===== config.mk =====
export PLATFORM = sky130hd
export DESIGN_NAME = seg_scan_ctrl_flat
export DESIGN_NICKNAME = d
export VERILOG_FILES = /design/src/rtl/seg_scan_if.sv /design/src/rtl/seg_scan_ctrl.sv /design/src/flat_wrapper.sv
export SDC_FILE = /design/constraint.sdc
export NUM_CORES = 1
export LEC_CHECK = 0
export ABC_CLOCK_PERIOD_IN_PS = 2700
export BUFFER_PORTS_ARGS = -buffer_cell sky130_fd_sc_hd__buf_2
export CAP_MARGIN = 25
export CORE_AREA = 2 2 92 103
export CTS_CLUSTER_SIZE = 14
export DETAILED_ROUTE_END_ITERATION = 8
export DIE_AREA = 0 0 94 105
export GPL_TIMING_DRIVEN = 0
export PLACE_DENSITY_LB_ADDON = 0.1
export REMOVE_ABC_BUFFERS = 1
export SETUP_SLACK_MARGIN = 0.05
export SLEW_MARGIN = 0
export SYNTH_ARGS = -nofsm -noshare
export SYNTH_HDL_FRONTEND = slang
export SYNTH_SLANG_ARGS = --single-unit

===== constraint.sdc =====
create_clock -name clk -period 2.7 [get_ports clk]
set_input_delay 0.405 -clock clk [delete_from_list [all_inputs] [get_ports clk]]
set_output_delay 0.405 -clock clk [all_outputs]
set_load 0.01 [all_outputs]

===== src/rtl/seg_scan_if.sv =====
// Load handshake between a display-value producer and seg_scan_ctrl.
// The producer drives the master side; the scan controller is the slave.
interface seg_scan_if;
  logic        load_valid;
  logic        load_ready;
  logic [15:0] load_value;
  logic        load_blank_lz;

  modport master (output load_valid, load_value, load_blank_lz, input load_ready);
  modport slave  (input load_valid, load_value, load_blank_lz, output load_ready);
endinterface


===== src/rtl/seg_scan_ctrl.sv =====
// Four-digit seven-segment scan scheduler: walks the digits through a shared decoder,
// blanks the anodes at the start of each slot, and swaps display values only at frame ends.
module seg_scan_ctrl #(
  parameter int REFRESH_DIV  = 100000,
  parameter int BLANK_CYCLES = 16
) (
  input  logic       clk,
  input  logic       rst,
  seg_scan_if.slave  load,
  output logic [3:0] number,
  output logic [3:0] anode,
  output logic       frame_done
);
  localparam int CW = $clog2(REFRESH_DIV);
  localparam logic [CW-1:0] C_LAST  = CW'(REFRESH_DIV - 1);
  localparam logic [CW-1:0] C_PRE   = CW'(REFRESH_DIV - 2);
  localparam logic [CW-1:0] C_BLANK = CW'(BLANK_CYCLES);

  typedef enum logic {BLANK, SHOW} phase_t;

  logic [CW-1:0] c_q, c_n;
  logic [1:0]    d_q, d_n;
  phase_t        phase_q, phase_n;
  logic [15:0]   act_val_q, act_val_n;
  logic          act_lz_q, act_lz_n;
  logic [15:0]   pend_val_q;
  logic          pend_lz_q;
  logic          pend_q, pend_n;
  logic [3:0]    number_n, anode_n;
  logic          frame_done_n;
  logic          xfer, slot_end, frame_end;

  // A leading digit goes dark when it and every digit above it are zero; digit 0 always shows.
  function automatic logic [3:0] digit_code(input logic [15:0] val, input logic lz,
                                            input logic [1:0] idx);
    logic upper_zero;
    upper_zero = 1'b1;
    for (int i = 0; i < 4; i++)
      if (i >= int'(idx) && val[i*4 +: 4] != 4'h0) upper_zero = 1'b0;
    if (lz && idx != 2'd0 && upper_zero) return 4'hF;
    return val[int'(idx)*4 +: 4];
  endfunction

  assign load.load_ready = ~pend_q;

  always_comb begin
    xfer         = load.load_valid & ~pend_q;
    slot_end     = (c_q == C_LAST);
    frame_end    = slot_end && (d_q == 2'd3);
    c_n          = slot_end ? '0 : c_q + 1'b1;
    d_n          = slot_end ? d_q + 2'd1 : d_q;
    phase_n      = (c_n < C_BLANK) ? BLANK : SHOW;
    act_val_n    = act_val_q;
    act_lz_n     = act_lz_q;
    pend_n       = pend_q;
    if (pend_q) begin
      if (frame_end) begin
        act_val_n = pend_val_q;
        act_lz_n  = pend_lz_q;
        pend_n    = 1'b0;
      end
    end else if (xfer) begin
      pend_n = 1'b1;
    end
    number_n     = (c_q == '0) ? digit_code(act_val_q, act_lz_q, d_q) : number;
    anode_n      = (phase_q == SHOW) ? ~(4'b0001 << d_q) : 4'b1111;
    // Registered one cycle early so the pulse lands on the frame's last cycle.
    frame_done_n = (c_q == C_PRE) && (d_q == 2'd3);
  end

  always_ff @(posedge clk or posedge rst) begin
    if (rst) begin
      c_q        <= '0;
      d_q        <= 2'd0;
      phase_q    <= BLANK;
      act_val_q  <= 16'h0000;
      act_lz_q   <= 1'b0;
      pend_q     <= 1'b0;
      number     <= 4'hF;
      anode      <= 4'b1111;
      frame_done <= 1'b0;
    end else begin
      c_q        <= c_n;
      d_q        <= d_n;
      phase_q    <= phase_n;
      act_val_q  <= act_val_n;
      act_lz_q   <= act_lz_n;
      pend_q     <= pend_n;
      number     <= number_n;
      anode      <= anode_n;
      frame_done <= frame_done_n;
    end
  end

  // Pending payload is qualified by pend_q, so it needs no reset.
  always_ff @(posedge clk) begin
    if (xfer) begin
      pend_val_q <= load.load_value;
      pend_lz_q  <= load.load_blank_lz;
    end
  end
endmodule

===== src/flat_wrapper.sv =====
// flat-port wrapper written by rule: the top's interface ports become plain ports
module seg_scan_ctrl_flat 
#(
  parameter int REFRESH_DIV  = 100000,
  parameter int BLANK_CYCLES = 16
)
  (clk, rst, number, anode, frame_done, load_load_valid, load_load_value, load_load_blank_lz, load_load_ready);
  seg_scan_if load_i ();
  input  logic clk;
  input  logic rst;
  output logic [3:0] number;
  output logic [3:0] anode;
  output logic frame_done;
  input wire logic [$bits(load_i.load_valid)-1:0] load_load_valid;
  input wire logic [$bits(load_i.load_value)-1:0] load_load_value;
  input wire logic [$bits(load_i.load_blank_lz)-1:0] load_load_blank_lz;
  output wire logic [$bits(load_i.load_ready)-1:0] load_load_ready;
  assign load_i.load_valid = load_load_valid;
  assign load_i.load_value = load_load_value;
  assign load_i.load_blank_lz = load_load_blank_lz;
  assign load_load_ready = load_i.load_ready;
  seg_scan_ctrl #(.REFRESH_DIV(REFRESH_DIV), .BLANK_CYCLES(BLANK_CYCLES)) u_core (.clk(clk), .rst(rst), .load(load_i), .number(number), .anode(anode), .frame_done(frame_done));
endmodule

==> impl_metrics.sql, run 1 <==
INSERT INTO impl_metrics (metric_group, metric, value, unit) VALUES
('run_status', 'status', 'complete, no violations', ''),
('sta', 'worst-slew-pin-transition', '0.9192', 'ns'),
('sta', 'timing_hold_violations_final', '0', ''),
('floorplanning', 'die_w', '94', 'um'),
('synth', 'synth_area_leaders', 'dfrtp_1 (33%), edfxtp_1 (17%), dfstp_2 (7.2%)', ''),
('pwr', 'power_leakage', '1.413', 'nW'),
('cells_and_area', 'nFillCells', '877', ''),
('pwr', 'seq_power_share', '0.584', ''),
('floorplanning', 'starting_density', '0.3332', ''),
('route', 'dr_total_vias', '1733', ''),
('setup_path', 'worst-r2r-cell-count', '5', ''),
('sta', 'timing.hold.ws', '0.006619', 'ns'),
('global_route', 'grt_overflow_total', '0', ''),
('synth', 'yosys.area.top_type', 'dfrtp_1', ''),
('clocking', 'clkSlewWorstSetupHoldPaths', '0.07', 'ns'),
('floorplanning', 'die_y', '105', 'um'),
('clocking', 'cts.sinks', '64', ''),
('floorplanning', 'die_area', '9870', 'um2'),
('pwr', 'p_comb_frac', '0.018', ''),
('setup_path', 'worstReg2RegEnd', 'u_core.number[0]$_DFFE_PP1N_', ''),
('setup_path', 'setup.worst_path.class', 'register to register', ''),
('synth', 'synthArstFlopShare', '0.7344', ''),
('sta', 'maxClockFrequency', '401.2', 'MHz'),
('sta', 'least_setup_slack_across_all_paths_after_layout', '0.2074', 'ns'),
('place', 'detailed_place.area', '3127', 'um2'),
('global_route', 'grt_first_pass_wirelength', '9584', 'um'),
('cells_and_area', 'layout.nets', '276', ''),
('place', 'dp.cells', '351', ''),
('setup_path', 'path_max_fanout', '8', ''),
('clocking', 'cts-buffers-inserted', '9', ''),
('place', 'place.port_buffers', '29', ''),
('synth', 'synth_top_flop_cell', 'dfrtp_1', ''),
('synth', 'synthDistinctLibCells', '43', ''),
('place', 'place_congestion', '0.7783', ''),
('place', 'dp_hpwl', '3969', 'um'),
('pwr', 'power.density', '516.0', 'nW/um2'),
('route', 'antenna_left', '0', ''),
('pwr', 'p_switching', '0.3716', 'mW'),
('cells_and_area', 'fin_area', '3301', 'um2'),
('setup_path', 'cp-end-kind', 'register', ''),
('route', 'routed_wire_length_per_instance', '15.42', 'um'),
('cells_and_area', 'utilization', '0.3758', ''),
('global_route', 'global_route.usage.total', '0.1295', ''),
('setup_path', 'cp_data_required_time', '2.98', 'ns'),
('setup_path', 'timing.critical_path.to', 'u_core.number[0]$_DFFE_PP1N_', ''),
('setup_path', 'r2r_slack', '0.21', 'ns'),
('setup_path', 'start_kind', 'register', ''),
('clocking', 'cts-htree-levels', '3', ''),
('sta', 'layout_min_cycle_time', '2.493', 'ns'),
('place', 'dpl_worst_slack', '-0.3490', 'ns'),
('clocking', 'count_of_hold_fix_buffers_inserted_at_cts', '0', ''),
('sta', 'relSlewSlack', '0.3844', ''),
('clocking', 'cts_tree', 'done', ''),
('setup_path', 'worstPathArrival', '2.77', 'ns'),
('cells_and_area', 'antenna_cells_inserted', '0', ''),
('synth', 'synth_top_cell_area_share', '0.3335', ''),
('global_route', 'pin_count_of_the_biggest_net_entering_global_routing', '36', ''),
('sta', 'min_period_over_period', '0.9232', ''),
('min_path', 'worstHoldPathType', 'input pin to async pin', ''),
('floorplanning', 'core_area', '8783', 'um2'),
('route', 'pre_repair_dr_iteration_count', '4', ''),
('cells_and_area', 'layout.cells.non_filler', '367', ''),
('global_route', 'grt_antenna_before_repair', '0', ''),
('route', 'route.detailed.drc', '0', ''),
('synth', 'synthesis.instances', '219', ''),
('pwr', 'power.share.clock', '0.398', ''),
('route', 'viasPerCell', '4.722', ''),
('flow_run', 'max_cap_viol_count', '0', ''),
('pwr', 'peakVddDrop', '0.1844', 'mV'),
('clocking', 'post-cts-setup-buffers', '0', ''),
('floorplanning', 'design.portCount', '30', '');
==> state kept, by name, summed over array words and instances (netlist names) <==
name,cells
u_core.frame_done,1
u_core.pend_q,1
u_core.anode,4
u_core.c_q,17
u_core.phase_q,1
u_core.act_val_q,16
u_core.act_lz_q,1
u_core.pend_val_q,16
u_core.number,4
u_core.pend_lz_q,1
u_core.d_q,2
==> worst min path at each step <==
stage / end / slack [ns] / cells past startpoint
finish: u_core.c_q[3]$_DFF_PP0_ / 0.007 / 2
global route: u_core.c_q[3]$_DFF_PP0_ / 0.02 / 2
CTS: u_core.c_q[8]$_DFF_PP0_ / 0.003 / 2
detailed placement: u_core.c_q[3]$_DFF_PP0_ / 0.38 / 2
global placement: u_core.anode[2]$_DFF_PP1_ / 0.44 / 1
floorplan: u_core.anode[2]$_DFF_PP1_ / 0.41 / 1
==> kinds of logic (layout without fill, tap and decap cells) <==
family / Yosys count / count (layout) / share of synthesized area
DFF: 64 / 64 / 0.5797
AOI/OAI and AO/OA: 12 / 12 / 0.03292
muxes: 23 / 23 / 0.1035
adders and majority gates: 8 / 8 / 0.03420
xor gates and xnor gates: 17 / 17 / 0.05088
buffers and inverters: 20 / 54 / 0.04788
and+or+nand+nor: 75 / 75 / 0.1509
==> final cells by class <==
cell class / instances / area (um2) / share of cell area
clock buffers: 11 / 131.4 / 0.03980
clock inverters: 5 / 25.02 / 0.007581
inverters: 8 / 30.03 / 0.009098
multi-input cells: 135 / 1110 / 0.3362
flip-flops and latches: 64 / 1697 / 0.5140
well taps: 114 / 142.6 / 0.04321
repair buffers: 30 / 165.2 / 0.05004
==> layer usage <==
| metal | vias up | global-route usage | share of wire |
|---|---|---|---|
| met3 | 11 | 0.03028 | 0.039 |
| met5 | - | 0 | 0 |
| met1 | 859 | 0.1803 | 0.48 |
| li1 | 834 | - | - |
| met2 | 29 | 0.1857 | 0.45 |
| met4 | 0 | 0.06832 | 0.024 |
==> power by group through the flow <==
stage          sequential (mW)  combinational (mW)  clock (mW)
6_report                 0.995              0.0307       0.678
5_1_grt                  0.994              0.0362       0.761
4_1_cts                  0.994              0.0330       0.711
3_5_place_dp              1.01              0.0328           0
3_3_place_gp              1.01              0.0285           0
2_1_floorplan             1.01              0.0104           0
==> critical path: stages (launching register included) <==
cell	delay [ns]
dfrtp_1	0.55
inv_1	0.15
ha_1	0.25
or4b_2	0.71
o41ai_2	0.55
o21ba_2	0.23
==> cell usage after synthesis, types with 2 or more instances <==
master / count
nor2b_1: 2
nand2_1: 12
xor2_1: 7
dfstp_2: 8
nand4_4: 2
buf_6: 2
inv_1: 8
nor4_1: 8
nor3_1: 3
a31oi_1: 2
nand3_1: 6
clkbuf_8: 4
clkbuf_2: 2
and2_1: 2
dfrtp_1: 39
mux4_2: 4
o21ba_2: 4
clkbuf_1: 2
xnor2_1: 10
nor2_1: 24
ha_1: 8
nand4_1: 5
mux2_2: 18
edfxtp_1: 17
buf_4: 2
==> cell usage in the layout, fill, tap and decap left out, drive strengths merged, types with 2 or more instances in the layout <==
cell,count
edfxtp,17
nand4,7
a31oi,2
and2,2
nor2b,2
nand3,7
mux2,18
xor2,7
ha,8
nor2,25
nor3,3
xnor2,10
inv,8
clkbuf,11
nor4,10
and3,2
dfstp,8
dfrtp,39
o21ba,4
mux4,4
nand2,12
buf,30
clkinv,4
==> stage by stage <==
| step | TNS [ns] | total power [mW] |
|---|---|---|
| floorplan | 0 | 1.024 |
| global placement | -7.030 | 1.042 |
| detailed placement | -5.942 | 1.046 |
| CTS | 0 | 1.738 |
| global route | 0 | 1.791 |
| finish | 0 | 1.703 |
Power figures use the tool's default switching activity.
==> run 2: changes to the inputs <==
--- a/config.mk
+++ b/config.mk
@@ -5,13 +5,14 @@
 export SDC_FILE = /design/constraint.sdc
 export NUM_CORES = 1
 export LEC_CHECK = 0
+export ABC_AREA = 1
 export ABC_CLOCK_PERIOD_IN_PS = 2700
 export BUFFER_PORTS_ARGS = -buffer_cell sky130_fd_sc_hd__buf_2
 export CAP_MARGIN = 25
-export CORE_AREA = 2 2 92 103
+export CORE_AREA = 2 2 94 105
 export CTS_CLUSTER_SIZE = 14
 export DETAILED_ROUTE_END_ITERATION = 8
-export DIE_AREA = 0 0 94 105
+export DIE_AREA = 0 0 96 107
 export GPL_TIMING_DRIVEN = 0
 export PLACE_DENSITY_LB_ADDON = 0.1
 export REMOVE_ABC_BUFFERS = 1
==> run 2 against run 1 <==
Compared with the run above: worst setup slack improved by 0.43 ns; non-clock buffer count rose by 2; clock skew fell by 0.0027 ns; fmax rose by 21%; utilization rose by 0.63 points; first-iteration DRC count rose by 9.2%; global-route usage rose by 0.46 points; die area rose by 4.1%; critical path depth rose by 2; combinational power rose by 1%; critical endpoint is now u_core.number[3]$_DFFE_PP1N_.
==> impl_metrics.sql, run 2 <==
INSERT INTO impl_metrics (metric_group, metric, value, unit) VALUES
('run_status', 'status', 'complete, no violations', ''),
('route', 'route.detailed.drc', '0', ''),
('global_route', 'global_route.usage.total', '0.1341', ''),
('setup_path', 'cp_data_required_time', '2.98', 'ns'),
('global_route', 'grt_pass1_vias', '2219', ''),
('place', 'dp.cells', '483', ''),
('synth', 'synthesis.instances', '343', ''),
('synth', 'synth-edff-count', '17', ''),
('place', 'dp_hpwl', '4443', 'um'),
('clocking', 'cts-buffers-inserted', '9', ''),
('floorplanning', 'starting_density', '0.3323', ''),
('sta', 'setup_repair_after_global_routing_missed_its_margin', 'false', ''),
('clocking', 'insertion_delay', '0.34', 'ns'),
('global_route', 'grt_first_pass_wirelength', '10410', 'um'),
('synth', 'post_synthesis_average_cell_area', '8.926', 'um2'),
('sta', 'drv_slew', '0', ''),
('cells_and_area', 'most_frequent_cells_in_the_layout', 'nand2_1 (85), inv_1 (48), dfrtp_1 (39)', ''),
('clocking', 'cts_tree', 'done', ''),
('sta', 'report.final.setup_viol', '0', ''),
('synth', 'yosys.area.top_type', 'dfrtp_1', ''),
('synth', 'synthDistinctLibCells', '30', ''),
('setup_path', 'r2r_slack', '0.64', 'ns'),
('place', 'place_congestion', '0.8616', ''),
('cells_and_area', 'nFillCells', '971', ''),
('floorplanning', 'die_area', '10270', 'um2'),
('route', 'viasPerCell', '4.434', ''),
('cells_and_area', 'final-seq-area', '1697', 'um2'),
('synth', 'synth_top_flop_cell', 'dfrtp_1', ''),
('setup_path', 'worstPathArrival', '2.35', 'ns'),
('global_route', 'pin_count_of_the_biggest_net_entering_global_routing', '41', ''),
('synth', 'synthArstFlopShare', '0.7344', ''),
('floorplanning', 'die_y', '107', 'um'),
('cells_and_area', 'antenna_cells_inserted', '0', ''),
('route', 'dr_total_vias', '2217', ''),
('global_route', 'grt_antenna_before_repair', '0', ''),
('synth', 'postSynthRegisterBits', '64', ''),
('sta', 'maxClockFrequency', '484.9', 'MHz'),
('cells_and_area', 'multiInputGateArea', '1096', 'um2'),
('route', 'antenna_left', '0', ''),
('sta', 'timing.hold.ws', '0.2380', 'ns'),
('cells_and_area', 'layout.nets', '406', ''),
('route', 'pre_repair_dr_iteration_count', '4', ''),
('clocking', 'clkSlewWorstSetupHoldPaths', '0.08', 'ns'),
('route', 'routed_wire_length_per_instance', '12.07', 'um'),
('synth', 'mappedNetlistArea', '3062', 'um2'),
('clocking', 'cts-htree-levels', '3', ''),
('sta', 'fin_setup_tns', '0', 'ns'),
('sta', 'min_period_over_period', '0.7637', ''),
('floorplanning', 'core.rowCount', '37', ''),
('cells_and_area', 'area_growth_syn_to_fin', '14.96', '%'),
('pwr', 'power.density', '522.4', 'nW/um2'),
('sta', 'relSlewSlack', '0.5634', ''),
('min_path', 'hold_path_end', 'u_core.pend_val_q[6]$_DFFE_PP_', ''),
('setup_path', 'worstReg2RegEnd', 'u_core.number[3]$_DFFE_PP1N_', ''),
('flow_run', 'max_cap_viol_count', '0', ''),
('synth', 'synth_area_leaders', 'dfrtp_1 (32%), edfxtp_1 (17%), nand2_1 (10%)', ''),
('cells_and_area', 'layout.cells.non_filler', '500', ''),
('sta', 'timing_hold_violations_final', '0', ''),
('place', 'place.port_buffers', '29', ''),
('cells_and_area', 'top_register', 'u_core.c_q', ''),
('synth', 'yosys_warnings', '0', ''),
('setup_path', 'cp-end-kind', 'register', ''),
('route', 'totalWireLength', '6034', 'um'),
('pwr', 'power_leakage', '1.694', 'nW'),
('synth', 'synth_sequential_area_ratio', '0.5541', ''),
('min_path', 'hold_path.startpoint', 'load_load_value[6]', ''),
('setup_path', 'path_max_fanout', '20', ''),
('floorplanning', 'core_area', '9213', 'um2'),
('cells_and_area', 'mostFrequentLayoutCell', 'nand2_1', ''),
('global_route', 'grt_overflow_total', '0', ''),
('cells_and_area', 'largest_register_ff_count', '17', ''),
('floorplanning', 'design.portCount', '30', ''),
('sta', 'layout_min_cycle_time', '2.062', 'ns'),
('clocking', 'clk_root_buffer_cell', 'clkbuf_8', ''),
('synth', 'post_synth_most_frequent_cells', 'nand2_1 (85), inv_1 (49), dfrtp_1 (39), nor2_1 (31), nand3_1 (20)', ''),
('floorplanning', 'die_w', '96', 'um'),
('setup_path', 'setup.worst_path.class', 'register to register', ''),
('cells_and_area', 'registers_with_the_highest_flip_flop_counts', 'u_core.c_q: 17 flops, u_core.act_val_q: 16 flops, u_core.pend_val_q: 16 flops', ''),
('min_path', 'worstHoldPathType', 'input pin to register', ''),
('setup_path', 'r2r_start', 'u_core.d_q[0]$_DFFE_PP0N_', ''),
('setup_path', 'worst-r2r-cell-count', '7', ''),
('clocking', 'cts.path.max_buffers', '2', ''),
('route', 'first_iter_violations', '119', ''),
('synth', 'synth_top_cell_area_share', '0.3188', ''),
('clocking', 'post-cts-setup-buffers', '0', ''),
('min_path', 'hold-path-cell-count', '1', ''),
('synth', 'post-synth-top-count-cell', 'nand2_1', ''),
('sta', 'worst-slew-pin-transition', '0.6533', 'ns'),
('pwr', 'peakVddDrop', '0.2669', 'mV'),
('cells_and_area', 'final_layout_size_suffix_gt1_frac', '0.1958', ''),
('setup_path', 'start_kind', 'register', ''),
('clocking', 'cts.sinks', '64', ''),
('sta', 'post_route_clock_skew', '0.008616', 'ns');
[run 2: layout make-up]
class,instances,share of cell area
sequential,64,0.4820
multi-input combinational,217,0.3114
inverter,54,0.05759
timing repair buffer,32,0.05190
tap,117,0.04159
clock buffer,9,0.03519
clock inverter,7,0.02026
[run 2: how the worst max path moves through the flow]
| stage | startpoint | to | slack [ns] | cells past startpoint |
|---|---|---|---|---|
| finish | u_core.d_q[0]$_DFFE_PP0N_ | u_core.number[3]$_DFFE_PP1N_ | 0.64 | 7 |
| global placement | rst | u_core.pend_q$_DFF_PP0_ | 0.41 | 2 |
| CTS | u_core.d_q[0]$_DFFE_PP0N_ | u_core.number[3]$_DFFE_PP1N_ | 0.57 | 7 |
| floorplan | u_core.c_q[1]$_DFF_PP0_ | u_core.act_lz_q$_DFFE_PP0P_ | 1.06 | 7 |
| global route | u_core.d_q[0]$_DFFE_PP0N_ | u_core.number[3]$_DFFE_PP1N_ | 0.39 | 7 |
| detailed placement | u_core.d_q[0]$_DFFE_PP0N_ | u_core.number[3]$_DFFE_PP1N_ | 0.59 | 7 |
[run 2: per-layer routing]
metal	up-vias	global-route usage	routed length [um]
met1	1026	0.1543	2710
met4	0	0.05510	94
met5	-	0	0
met2	24	0.2326	3070
li1	1158	-	-
met3	9	0.03443	160
[run 2: where the power goes]
group	leakage [nW]	internal (mW)	switching [mW]
Sequential	0.756	0.994	0
Clock	0.0933	0.426	0.388
Combinational	0.845	0.0135	0.0175
[run 2: critical path: stages, from the launching register on]
cell and delay [ns]:
dfrtp_1 0.68, inv_1 0.17, ha_1 0.26, nor4_1 0.38, nand4_1 0.24, nand2_1 0.13
nand2_1 0.07, nand2_1 0.06
[run 2: kinds of logic after synthesis]
| family | after synthesis | share of synthesized area |
|---|---|---|
| adders and majority gates | 8 | 0.03269 |
| and+or+nand+nor | 160 | 0.2338 |
| xor gates and xnor gates | 5 | 0.01430 |
| AOI/OAI and AO/OA | 43 | 0.07233 |
| muxes | 1 | 0.004903 |
| buffers and inverters | 62 | 0.08786 |
| DFF | 64 | 0.5541 |
[run 2: metrics by stage]
stage	util	power, mW	setup slack [ns]	area, um2
after floorplan	-	1.024	1.061	2995
after global placement	0.3568	1.041	0.4142	3287
after detailed placement	0.3598	1.045	0.5870	3314
after CTS	0.3820	1.872	0.5671	3520
after global routing	0.3820	1.920	0.3937	3520
final	0.3820	1.839	0.6379	3520
[run 2: timing repair]
action / in CTS / in global routing
gates resized for setup: 0 / 0
hold buffers: 1 / 0
hold endpoints to repair: 7 / 0
